`config.mk`:
```
export PLATFORM = sky130hd
export DESIGN_NAME = vga_timing
export DESIGN_NICKNAME = d
export VERILOG_FILES = /design/src/rtl/vga_pkg.sv /design/src/rtl/pix_tick_div.sv /design/src/rtl/vga_timing.sv
export SDC_FILE = /design/constraint.sdc
export NUM_CORES = 1
export LEC_CHECK = 0
export ABC_CLOCK_PERIOD_IN_PS = 4200
export CORE_ASPECT_RATIO = 1.75
export CORE_UTILIZATION = 40
export DETAILED_ROUTE_END_ITERATION = 12
export GPL_ROUTABILITY_DRIVEN = 0
export SYNTH_ARGS = -nofsm -noshare
export SYNTH_HDL_FRONTEND = slang
export SYNTH_HIERARCHICAL = 1
export SYNTH_SLANG_ARGS = --single-unit
```
`constraint.sdc`:
```
create_clock -name clk -period 4.2 [get_ports clk]
set_input_delay 0.84 -clock clk [delete_from_list [all_inputs] [get_ports clk]]
set_output_delay 0.84 -clock clk [all_outputs]
set_load 0.01 [all_outputs]
```
`src/rtl/vga_pkg.sv`:
```
// vga_pkg: 640x480@60 timing constants and coordinate type shared by the VGA timing block.
package vga_pkg;
    localparam int COORD_W = 10;
    typedef logic [COORD_W-1:0] coord_t;
    localparam coord_t H_VISIBLE = 10'd640;
    localparam coord_t H_FP      = 10'd16;
    localparam coord_t H_SYNC    = 10'd96;
    localparam coord_t H_BP      = 10'd48;
    localparam coord_t H_TOTAL   = H_VISIBLE + H_FP + H_SYNC + H_BP;
    localparam coord_t V_VISIBLE = 10'd480;
    localparam coord_t V_FP      = 10'd10;
    localparam coord_t V_SYNC    = 10'd2;
    localparam coord_t V_BP      = 10'd33;
    localparam coord_t V_TOTAL   = V_VISIBLE + V_FP + V_SYNC + V_BP;

    function automatic logic in_span(coord_t x, coord_t lo, coord_t len);
        return x >= lo && x < lo + len;
    endfunction
endpackage

```
`src/rtl/pix_tick_div.sv`:
```
// pix_tick_div: divides clk by DIV; the count reaching DIV-1 raises tick for the following clk.
module pix_tick_div #(
    parameter int DIV = 4
) (
    input  logic clk,
    input  logic rst_n,
    output logic tick
);
    localparam int CW = $clog2(DIV);
    logic [CW-1:0] cnt_d, cnt_q;
    logic          tick_d, tick_q;

    always_comb begin
        tick_d = cnt_q == CW'(DIV - 1);
        cnt_d  = tick_d ? '0 : cnt_q + 1'b1;
    end

    always_ff @(posedge clk or negedge rst_n) begin
        if (!rst_n) begin
            cnt_q  <= '0;
            tick_q <= 1'b0;
        end else begin
            cnt_q  <= cnt_d;
            tick_q <= tick_d;
        end
    end

    assign tick = tick_q;
endmodule

```
`src/rtl/vga_timing.sv`:
```
// vga_timing: 640x480@60 counters, syncs and frame pulse, all registered with zero skew.
// Define VGA_TIMING_CLKDIV_EN to derive the pixel tick via pix_tick_div; otherwise clk is the pixel clock.
module vga_timing
    import vga_pkg::*;
#(
    parameter int DIV = 4
) (
    input  logic   clk,
    input  logic   rst_n,
    output logic   pix_tick,
    output coord_t hcount,
    output coord_t vcount,
    output logic   hsync,
    output logic   vsync,
    output logic   video_on,
    output logic   frame_start
);
    logic   tick, h_last, v_last;
    coord_t hcount_d, hcount_q, vcount_d, vcount_q;
    logic   hsync_d, hsync_q, vsync_d, vsync_q;
    logic   video_on_d, video_on_q, frame_start_d, frame_start_q;

`ifdef VGA_TIMING_CLKDIV_EN
    pix_tick_div #(.DIV(DIV)) u_div (
        .clk   (clk),
        .rst_n (rst_n),
        .tick  (tick)
    );
`else
    logic tick_q;
    logic unused_div;
    assign unused_div = DIV != 0;
    always_ff @(posedge clk or negedge rst_n) begin
        if (!rst_n) tick_q <= 1'b0;
        else        tick_q <= 1'b1;
    end
    assign tick = tick_q;
`endif

    // Sync/video flags are computed from the next counter values so they land in the same cycle.
    always_comb begin
        h_last        = hcount_q == H_TOTAL - 1'b1;
        v_last        = vcount_q == V_TOTAL - 1'b1;
        hcount_d      = tick ? (h_last ? '0 : hcount_q + 1'b1) : hcount_q;
        vcount_d      = (tick && h_last) ? (v_last ? '0 : vcount_q + 1'b1) : vcount_q;
        hsync_d       = !in_span(hcount_d, H_VISIBLE + H_FP, H_SYNC);
        vsync_d       = !in_span(vcount_d, V_VISIBLE + V_FP, V_SYNC);
        video_on_d    = hcount_d < H_VISIBLE && vcount_d < V_VISIBLE;
        frame_start_d = tick && h_last && v_last;
    end

    always_ff @(posedge clk or negedge rst_n) begin
        if (!rst_n) begin
            hcount_q      <= '0;
            vcount_q      <= '0;
            hsync_q       <= 1'b1;
            vsync_q       <= 1'b1;
            video_on_q    <= 1'b1;
            frame_start_q <= 1'b0;
        end else begin
            hcount_q      <= hcount_d;
            vcount_q      <= vcount_d;
            hsync_q       <= hsync_d;
            vsync_q       <= vsync_d;
            video_on_q    <= video_on_d;
            frame_start_q <= frame_start_d;
        end
    end

    assign pix_tick    = tick;
    assign hcount      = hcount_q;
    assign vcount      = vcount_q;
    assign hsync       = hsync_q;
    assign vsync       = vsync_q;
    assign video_on    = video_on_q;
    assign frame_start = frame_start_q;
endmodule

```
* After elaboration in Yosys (flattened, before gate mapping)
Cells that the tools add are included.
** Storage, ports and cells
- Output and inout port bits :: 25
- Logic and storage cells :: 28
- Register bits after elaboration :: 25
- Bits of input ports :: 2
** Operators by class
- Equality and inequality tests :: 2
- Order comparisons :: 6
- Muxes and demuxes :: 4
- Add/subtract/negate cells :: 2
- Reduce and logical (&&, ||, !) cells :: 7
** Operators with widths (number)
- $mux W10 :: 4
- $add A10 B1 Y10 const B :: 2
- $eq A10 B10 Y1 const B :: 2
- $lt A10 B10 Y1 const B :: 2
- $lt A10 B9 Y1 const B :: 2
- $ge A10 B10 Y1 const B :: 1
- $ge A10 B9 Y1 const B :: 1
- $logic_and A1 B1 Y1 :: 5
- $logic_not A1 Y1 :: 2

* Depth between registers and ports, before layout
Gate-level depths: netlist (run 1).
- Word-level depth :: 6
- Gate-level depth with buffers :: 8
- Depth with buffers taken out :: 8

* Worst setup path before layout (run 1)
Ideal clock, no wire load.
- Path type :: register -> register
- From :: register hcount_q[0], in the netlist hcount[0]
- To :: register video_on_q, in the netlist video_on
- Path slack :: 2.016 ns
- Data arrival time :: 2.079 ns
- Clock period less this slack :: 2.184 ns
- Setup time :: 0.105 ns
- Stages on the path, launching flop included :: 8
- Data required time :: 4.095 ns
- Path buffers :: 0
- Cell sequence :: dfrtp_1 ha_1 nand4_2 or4_4 o311a_1 a21oi_2 nor4_2 a2111oi_2
** Between the ends
- Word-level cells in the longest chain between the ends :: 5
- Elaborated cells on any way between the ends :: 9
- Those cells by class :: add/sub (1); order compare (2); eq/ne (1); mux (3); reduce/logical (2)
** Ends and longest elaborated chain
- from (decl) :: RTL line vga_timing.sv:19 : coord_t hcount_d, hcount_q, vcount_d, vcount_q;
- from (signal assigned) :: RTL line vga_timing.sv:61 : hcount_q <= hcount_d;
- $add A10 B1 Y10 / $eq A10 B10 Y1 (equally long branches) :: RTL line vga_timing.sv:44, vga_timing.sv:42
- $mux W10 / $logic_and A1 B1 Y1 (equally long branches) :: RTL line vga_timing.sv:44, vga_timing.sv:45
- $mux W10 (on tied branches) :: RTL line vga_timing.sv:44, vga_timing.sv:45
- $lt A10 B10 Y1 / $lt A10 B9 Y1 (equally long branches) :: RTL line vga_timing.sv:48 : video_on_d = hcount_d < H_VISIBLE && vcount_d < V_VISIBLE;
- $logic_and A1 B1 Y1 (*) :: RTL line vga_timing.sv:48
- named net video_on_d :: RTL line vga_timing.sv:21 : logic video_on_d, video_on_q, frame_start_d, frame_start_q;
- to (signal assigned) :: RTL line vga_timing.sv:65 : video_on_q <= video_on_d;
- to (decl) :: RTL line vga_timing.sv:21
The timed path passes the listed nets; every way through them passes the cells marked *.

* Worst setup path in the final report (run 1)
- From :: register hcount_q[0], in the netlist hcount[0]
- To :: register vsync_q, in the netlist vsync
** Between the ends
- Word-level cells in the longest chain between the ends :: 6
- Elaborated cells on any way between the ends :: 7
- Those cells by class :: order compare (2); eq/ne (1); mux (1); reduce/logical (3)
** Ends and longest elaborated chain
- $eq A10 B10 Y1 (*) :: RTL line vga_timing.sv:42 : h_last = hcount_q == H_TOTAL - 1'b1;
- $logic_and A1 B1 Y1 (*) :: RTL line vga_timing.sv:45 : vcount_d = (tick && h_last) ? (v_last ? '0 : vcount_q + 1'b1) : vcount_q;
- $mux W10 (*) :: RTL line vga_timing.sv:45
- $ge A10 B9 Y1 / $lt A10 B9 Y1 (equally long branches) :: RTL line vga_pkg.sv:17 : return x >= lo && x < lo + len;
- $logic_and A1 B1 Y1 (*) :: RTL line vga_pkg.sv:17
- $logic_not A1 Y1 (*) :: RTL line vga_timing.sv:47 : vsync_d = !in_span(vcount_d, V_VISIBLE + V_FP, V_SYNC);
- named net vsync_d :: RTL line vga_timing.sv:20 : logic hsync_d, hsync_q, vsync_d, vsync_q;
- to (signal assigned) :: RTL line vga_timing.sv:64 : vsync_q <= vsync_d;
- to (decl) :: RTL line vga_timing.sv:20
Marked as above.

==> results.py, run 1 <==
metrics = {
    "global_route": {
        "grt_pass1_wl_um": 5700,
        "grt_max_degree": 26,
        "grt_pass1_vias": 1228,
        "antenna_found_initial": 0,
        "grt_overflow_total": 0,
        "grt_usage": 0.210,
    },
    "clock_tree": {
        "cts_buffer_depth": 2,
        "clk_latency_ps": 270,
        "htree_levels": 1,
        "post_cts_buffers": 0,
        "post_cts_resized": 0,
        "cts_tree": "built",
        "cts_hold_buf": 0,
        "cts_buffers": 3,
        "path_clk_slew_ps": 90,
        "root_buffer": "clkbuf_8",
        "cts.sinks": 25,
    },
    "sta": {
        "fin_crit_ps": 2390,
        "period_share": 0.570,
        "fmax_mhz": 418,
        "setup_viol": 0,
        "worstMarginPinSlew_ps": 1130,
        "finalHoldViolCount": 0,
        "fin_worst_skew_ps": 9.87,
        "whs_ps": 607,
        "relSlewSlack": 0.242,
        "fin_tns_setup_ps": 0,
        "final_max_slew_viol_count": 0,
        "rsz0062_at_grt": "false",
    },
    "critical_path": {
        "worstPathMaxFanout": 12,
        "cp.required_ps": 4390,
        "r2r-end": "vsync",
        "start_kind": "flip-flop",
        "r2r_start": "hcount[0]",
        "arrival_ps": 2580,
        "path_class": "reg2reg",
        "r2r_setup_slack_ps": 1810,
        "endpoint_kind": "flip-flop",
        "rr_worst_depth": 7,
    },
    "routing": {
        "ant_nets": 0,
        "first_pass_iters": 4,
        "drtIter0Drc": 47,
        "wire_per_inst_um": 15.4,
        "via_count": 1263,
        "drc": 0,
        "drt-vias-per-instance": 5.64,
        "drt-total-wl_um": 3460,
    },
    "job": {
        "drv_cap": 0,
    },
    "cells_and_area": {
        "nNetsFinal": 185,
        "area_delta_synth_final_pct": 23.1,
        "n_antenna_cell": 0,
        "drive_gt1_frac": 0.0950,
        "stdcell_count": 224,
    },
    "pwr": {
        "power_density_nw_per_um2": 379,
        "switching_share": 0.341,
        "p_int_uw": 442,
        "p_leak_nw": 0.714,
        "power.clock.fraction": 0.213,
        "finalPower_uw": 672,
        "power_frac_comb": 0.292,
        "p_seq_frac": 0.495,
        "p_sw_uw": 229,
        "vdd_ir_drop_max_v": 0.000299,
    },
    "worst_hold_path": {
        "hold_depth": 1,
        "whs_endpoint": "vcount[6]",
        "hold_path_class": "reg2reg",
        "worstHoldStart": "vcount[6]",
    },
    "synth": {
        "synthTopCellsByArea": "dfrtp_1 38%, dfstp_2 5.5%, xnor2_1 4.9%",
        "netlist.area_leader.share": 0.383,
        "synth_top_flop_cell": "dfrtp_1",
        "syn_avg_cell_area_um2": 9.16,
        "synth_cell_types": 45,
        "synth_edf_count": 0,
        "synth_seq_area_share": 0.437,
        "syn_nets": 162,
        "synth_seq_cells": 25,
        "yosys.area.top_type": "dfrtp_1",
        "synthCells": 157,
        "synth_area_um2": 1440,
        "async_reset_ff_frac": 1.00,
        "synth_common_cells": "22 x dfrtp_1, 18 x nand2_1, 16 x nor2_1",
        "yosysMostFrequentCell": "dfrtp_1",
        "yosys_warnings": 6,
    },
    "placement": {
        "dpl.cell_count": 220,
        "dp_hpwl_um": 2560,
        "portBuffers": 26,
    },
    "floorplan": {
        "ios": 27,
        "die_area_um2": 3850,
        "die_w_um": 47.3,
        "core_area_um2": 3400,
        "die_y_um": 81.3,
        "row_count": 28,
        "initial_core_util": 0.423,
    },
    "status": {
        "outcome": "completed",
    },
}
## worst max-delay path, cell delays in order, from the launching register on
cell,delay [ps]
dfrtp_1,430
ha_1,250
nand4_2,140
or4_4,590
nor2_1,280
a21oi_1,130
nor4_2,350
nand4_1,150
## power groups by stage
stage | registers, mW | clock network (mW) | logic [mW]
after floorplan | 0.336 | 0 | 0.0988
after global placement | 0.334 | 0 | 0.194
after detailed placement | 0.337 | 0 | 0.198
after CTS | 0.333 | 0.150 | 0.199
after global routing | 0.340 | 0.159 | 0.217
final | 0.332 | 0.143 | 0.196
## placed cells by master, fill, tap and decap left out, drive strengths merged, types with 2 or more instances in the layout
cell type / Yosys / final
inv: 4 / 4
mux2i: 2 / 2
nor2: 16 / 16
o211ai: 2 / 2
o31ai: 3 / 3
a31oi: 2 / 2
xnor2: 8 / 8
xor2: 4 / 4
clkbuf: 6 / 3
nand4b: 2 / 2
clkdlybuf4s50: 0 / 26
nand3: 7 / 7
nand4: 6 / 6
nor3: 6 / 6
nand2: 18 / 18
dfrtp: 22 / 22
nor4: 2 / 2
a21oi: 4 / 4
ha: 3 / 3
o21ai: 10 / 10
and2: 2 / 2
and3: 5 / 5
dfstp: 3 / 3
## stage by stage
stage	setup slack [ps]	cell area [um2]	utilization
2_1_floorplan	2020	1440	-
3_3_place_gp	1910	1730	0.508
3_5_place_dp	1810	1730	0.508
4_1_cts	1780	1770	0.521
5_1_grt	1620	1770	0.521
6_report	1810	1770	0.521
## cell type report
type | count | area, um2
clock inverter | 1 | 5.00
tap | 45 | 56.3
clock buffer | 3 | 41.3
timing repair buffer | 27 | 268
fill | 317 | 1630
inverter | 4 | 15.0
multi-input combinational | 119 | 757
sequential | 25 | 629
## cells by family after synthesis
kind of cell,Yosys count,share of synthesized area
AND/OR/NAND/NOR,71,0.267
flip-flops,25,0.437
other,1,0.00261
buffers and inverters,13,0.0365
adder cells (fa/ha/maj),3,0.0261
AO/OA/AOI/OAI,30,0.143
multiplexers,2,0.0139
XOR/XNOR,12,0.0730
## worst max path at each step
stage,cells past startpoint,slack (ps),startpoint,to
after floorplan,7,2020,hcount[0],video_on
after global placement,7,1910,hcount[0],video_on
after detailed placement,7,1810,hcount[0],vsync
after CTS,7,1780,hcount[0],vsync
after global routing,7,1620,hcount[0],vsync
final,7,1810,hcount[0],vsync
## routing by layer
metal / global-route usage / wire, um / share of wire / vias to the layer above
met5: 0 / 0 / 0 / -
met4: 0.100 / 48 / 0.014 / 0
met1: 0.213 / 1320 / 0.38 / 625
li1: - / - / - / 607
met3: 0.0267 / 114 / 0.033 / 4
met2: 0.389 / 1970 / 0.57 / 27
## sequential cells by signal, summed over array words and instances, names as in the netlist
| name | count |
|---|---|
| hcount | 10 |
| vcount | 10 |
| frame_start | 1 |
| hsync | 1 |
| pix_tick | 1 |
| video_on | 1 |
| vsync | 1 |
Note: power is estimated with default switching activity, not from simulation.
==> inputs of run 2 (changes only) <==
Settings changed: ABC_CLOCK_PERIOD_IN_PS 4200 to 2000, PLACE_DENSITY set to 0.66.
Clock period 4.2 ns to 2 ns, I/O delays scaled along.
==> run 2 against run 1 <==
Compared with the run above: the flow now finishes with violations (setup timing); via count is 13% higher; critical path depth stayed put; clock skew is 7.6 ps lower; global-route usage is 3.0 points higher; maximum frequency is 14% higher; cell count is 13% higher; sequential power is 99% higher; sequential cell count stayed put; non-clock buffer count is 30 higher; clock power is 110% higher; largest power group is now combinational cells.
==> results.py, run 2 (synthesis results as in run 1) <==
metrics = {
    "status": {
        "outcome": "finished, violations left",
        "violations": "setup timing",
    },
    "pwr": {
        "vdd_ir_drop_max_v": 0.000616,
        "power_frac_comb": 0.411,
        "p_int_mw": 1.08,
        "power_density_nw_per_um2": 785,
        "p_seq_frac": 0.407,
        "p_sw_uw": 549,
        "p_leak_nw": 0.877,
        "switching_share": 0.337,
        "finalPower_mw": 1.63,
        "power.clock.fraction": 0.183,
    },
    "critical_path": {
        "path_cells": "ha_4, nand4_4, or4_4, buf_6, o21ai_4, o31ai_4, a2111oi_2",
        "slowest_delay_ps": 550,
        "arrival_ps": 2260,
        "start_kind": "flip-flop",
        "crit_start": "hcount[1]",
        "path_class": "reg2reg",
        "worstPathMaxFanout": 5,
        "endpoint_kind": "flip-flop",
        "r2r_start": "hcount[1]",
        "crit_slowest_cell": "or4_4",
        "cp.required_ps": 2160,
    },
    "cells_and_area": {
        "n_antenna_cell": 0,
        "layout_commonest_cell": "buf_4",
        "nNetsFinal": 215,
        "final.fill_count": 298,
        "stdcell_count": 254,
        "seqCellArea_um2": 632,
        "design_area_um2": 2070,
        "area_delta_synth_final_pct": 44.0,
        "drive_gt1_frac": 0.254,
        "layout_common_cells": "30 x buf_4, 26 x clkdlybuf4s50_1, 20 x dfrtp_1",
        "multi_input_area_um2": 827,
        "final_core_util": 0.610,
    },
    "floorplan": {
        "ios": 27,
        "die_y_um": 81.3,
        "core_area_um2": 3400,
        "initial_core_util": 0.423,
        "die_w_um": 47.3,
        "die_area_um2": 3850,
        "row_count": 28,
    },
    "sta": {
        "setup_viol": 2,
        "fin_worst_skew_ps": 2.26,
        "fmax_mhz": 476,
        "fin_ws_ps": -102,
        "rsz0062_at_grt": "true",
        "whs_ps": 493,
        "period_share": 1.05,
        "finalHoldViolCount": 0,
        "final_max_slew_viol_count": 0,
        "fin_crit_ps": 2100,
    },
    "clock_tree": {
        "path_clk_slew_ps": 80,
        "cts.sinks": 25,
        "cts_tree": "built",
        "cts_buffers": 3,
        "root_buffer": "clkbuf_8",
        "cts_hold_buf": 0,
        "cts_buffer_depth": 2,
        "clk_latency_ps": 270,
        "htree_levels": 1,
    },
    "routing": {
        "drt-total-wl_um": 4020,
        "first_pass_iters": 4,
        "drtIter0Drc": 56,
        "wire_per_inst_um": 15.8,
        "drc": 0,
        "via_count": 1422,
        "ant_nets": 0,
        "drt-vias-per-instance": 5.60,
    },
    "worst_hold_path": {
        "hold_path_class": "in2async",
    },
    "global_route": {
        "antenna_found_initial": 0,
        "grt_pass1_wl_um": 6510,
        "grt_usage": 0.240,
        "grt_overflow_total": 0,
        "grt_max_degree": 26,
        "grt_pass1_vias": 1419,
    },
    "placement": {
        "dpl.cell_count": 247,
        "portBuffers": 26,
        "dp_hpwl_um": 3000,
        "place_area_um2": 1930,
    },
    "job": {
        "drv_cap": 0,
    },
}
-- run 2: changes by cell type in the layout (fill, tap and decap cells not counted), sizes merged --
cell    before  now
buf          1   31
clkbuf       3    4
clkinv       1    0
-- run 2: per-stage QoR --
step | worst slack [ps] | setup TNS (ps)
floorplan | -12.2 | -16.6
global placement | -62.5 | -88.4
detailed placement | -133 | -191
CTS | -89.8 | -146
global route | -253 | -576
finish | -102 | -119
-- run 2: power groups by stage --
stage	Clock, mW	Sequential, mW	Combinational [mW]
after global placement	0	0.640	0.623
after global routing	0.329	0.672	0.724
final	0.297	0.662	0.669
after CTS	0.301	0.661	0.666
after floorplan	0	0.709	0.211
after detailed placement	0	0.645	0.634
-- run 2: cell type report --
class                   count  share of cell area
multi-input cells         119               0.399
well taps                  45              0.0272
clock buffers               4              0.0217
repair buffers             57               0.240
flip-flops and latches     25               0.305
inverters                   4             0.00725
-- run 2: worst max-delay path: cells and delay by family, from the launching register on --
kind | cells | cell delay (ps)
adder cells (fa/ha/maj) | 1 | 160
flip-flops | 1 | 390
AO/OA/AOI/OAI | 3 | 630
buffers and inverters | 1 | 160
AND/OR/NAND/NOR | 2 | 650
-- run 2: timing repair --
action / in CTS / in global routing
endpoints found under the setup margin: 2 / 3
buffers inserted: 2 / 1
pin swaps: 4 / 1
cloned: 0 / 0
resized for setup: 9 / 3
-- run 2: path summary, 6_finish.rpt --
check | cells past startpoint | endpoint | slack [ps]
max | 7 | video_on | -100
min | 2 | vcount[3] | 490
max reg2reg | 7 | video_on | -100
min reg2reg | 1 | hcount[2] | 580
max in group asynchronous | 2 | vsync | 1210
min in group clk | 1 | hcount[2] | 580
-- run 2: routing by layer --
layer / wire length, um / track usage
met1: 1440 / 0.250
met2: 2280 / 0.429
met3: 125 / 0.0289
met4: 177 / 0.137
met5: 0 / 0
==> inputs of run 3 (changes only) <==
Settings changed: PLACE_DENSITY 0.66 to 0.75.
==> run 3 against run 2 <==
Compared with the run above: the run still ends with setup timing left; register-to-register slack better by 30 ps; sequential cell count unchanged; critical path type unchanged; non-clock buffer count shrank 2; highest routed layer unchanged; sequential power increased by 1%.
==> results.py, run 3 (synthesis results as in run 1) <==
metrics = {
    "floorplan": {
        "die_w_um": 47.3,
        "core_area_um2": 3400,
        "die_y_um": 81.3,
        "row_count": 28,
        "ios": 27,
        "initial_core_util": 0.423,
        "die_area_um2": 3850,
    },
    "routing": {
        "first_pass_iters": 4,
        "wire_per_inst_um": 15.3,
        "via_count": 1397,
        "drt-total-wl_um": 3860,
        "drtIter0Drc": 59,
        "drc": 0,
        "drt-vias-per-instance": 5.54,
        "ant_nets": 0,
    },
    "sta": {
        "final_max_slew_viol_count": 0,
        "fin_worst_skew_ps": 12.6,
        "fmax_mhz": 482,
        "fin_crit_ps": 2070,
        "period_share": 1.04,
        "setup_viol": 1,
        "rsz0062_at_grt": "true",
        "finalHoldViolCount": 0,
        "fin_ws_ps": -74.7,
    },
    "critical_path": {
        "start_kind": "flip-flop",
        "path_class": "reg2reg",
        "arrival_ps": 2240,
        "cp.required_ps": 2160,
        "worstPathMaxFanout": 8,
        "endpoint_kind": "flip-flop",
    },
    "global_route": {
        "antenna_found_initial": 0,
        "grt_max_degree": 26,
        "grt_pass1_wl_um": 6460,
        "grt_pass1_vias": 1424,
        "grt_overflow_total": 0,
        "grt_usage": 0.235,
    },
    "placement": {
        "portBuffers": 26,
        "dpl.cell_count": 244,
        "place_area_um2": 1910,
        "dp_hpwl_um": 2830,
        "pre_cts_ws_ps": -56.1,
    },
    "worst_hold_path": {
        "hold_path_class": "in2async",
    },
    "clock_tree": {
        "path_clk_slew_ps": 90,
        "root_buffer": "clkbuf_8",
        "htree_levels": 1,
        "cts_buffers": 3,
        "cts_tree": "built",
        "clk_latency_ps": 280,
        "cts.sinks": 25,
        "cts_buffer_depth": 2,
    },
    "cells_and_area": {
        "stdcell_count": 252,
        "final.fill_count": 304,
        "nNetsFinal": 213,
        "drive_gt1_frac": 0.246,
        "layout_commonest_cell": "buf_4",
        "area_delta_synth_final_pct": 41.7,
        "design_area_um2": 2040,
        "n_antenna_cell": 0,
        "final_core_util": 0.600,
        "layout_common_cells": "29 x buf_4, 26 x clkdlybuf4s50_1, 20 x dfrtp_1",
    },
    "pwr": {
        "finalPower_mw": 1.65,
        "vdd_ir_drop_max_v": 0.000743,
        "p_leak_nw": 0.868,
        "power_density_nw_per_um2": 808,
    },
    "status": {
        "violations": "setup timing",
        "outcome": "finished, violations left",
    },
    "job": {
        "drv_cap": 0,
    },
}
[run 3: changes by cell type in the layout (fill, tap and decap cells not counted), sizes merged]
cell	change
clkbuf	-1
buf	-2
clkinv	+1
[run 3: metal layers]
metal,share of wire,up-vias,global-route usage
met2,0.55,54,0.433
li1,-,659,-
met4,0.020,0,0.106
met5,0,-,0
met1,0.38,676,0.252
met3,0.043,8,0.0200
[run 3: final cells by class]
| class | instances | area, um2 | share of cell area |
|---|---|---|---|
| clock buffer | 3 | 41.3 | 0.0202 |
| sequential | 25 | 632 | 0.310 |
| timing repair buffer | 55 | 478 | 0.234 |
| tap | 45 | 56.3 | 0.0276 |
| inverter | 4 | 15.0 | 0.00736 |
| multi-input combinational | 119 | 812 | 0.398 |
| clock inverter | 1 | 5.00 | 0.00245 |
[run 3: path summary, 6_finish.rpt]
| kind | from | endpoint | slack, ps | cells past startpoint |
|---|---|---|---|---|
| worst min-delay path | rst_n | vcount[5] | 480 | 2 |
| worst min register to register | hcount[2] | hcount[2] | 590 | 1 |
| min in group clk | hcount[2] | hcount[2] | 590 | 1 |
| worst max register to register | hcount[1] | video_on | -70 | 7 |
| max in group asynchronous | rst_n | hsync | 1210 | 2 |
| worst max-delay path | hcount[1] | video_on | -70 | 7 |
[run 3: critical path, cell delays in order (launching register included)]
cell and delay, ps:
dfrtp_1 400, ha_4 170, nand4_4 100, or4_4 510, o311a_1 330, a21oi_2 150
nor4_2 70, a2111oi_2 240
[run 3: stage by stage]
step	TNS, ps	hold WS, ps
floorplan	-16.6	104
global placement	-49.3	573
detailed placement	-93.0	582
CTS	-58.0	484
global route	-260	521
finish	-74.7	478
[run 3: where the power goes]
group          switching (mW)  internal (mW)  leakage [nW]  total (mW)
sequential             0.0934          0.578         0.323       0.671
combinational           0.310          0.363         0.520       0.672
clock                   0.164          0.140        0.0255       0.304
total                   0.567           1.08         0.868        1.65
[run 3: repair_timing]
action	in CTS	in global routing
gates resized for setup	7	2
endpoints found under the setup margin	3	4
pin swaps	3	4
hold buffers	0	0
setup buffers	3	1
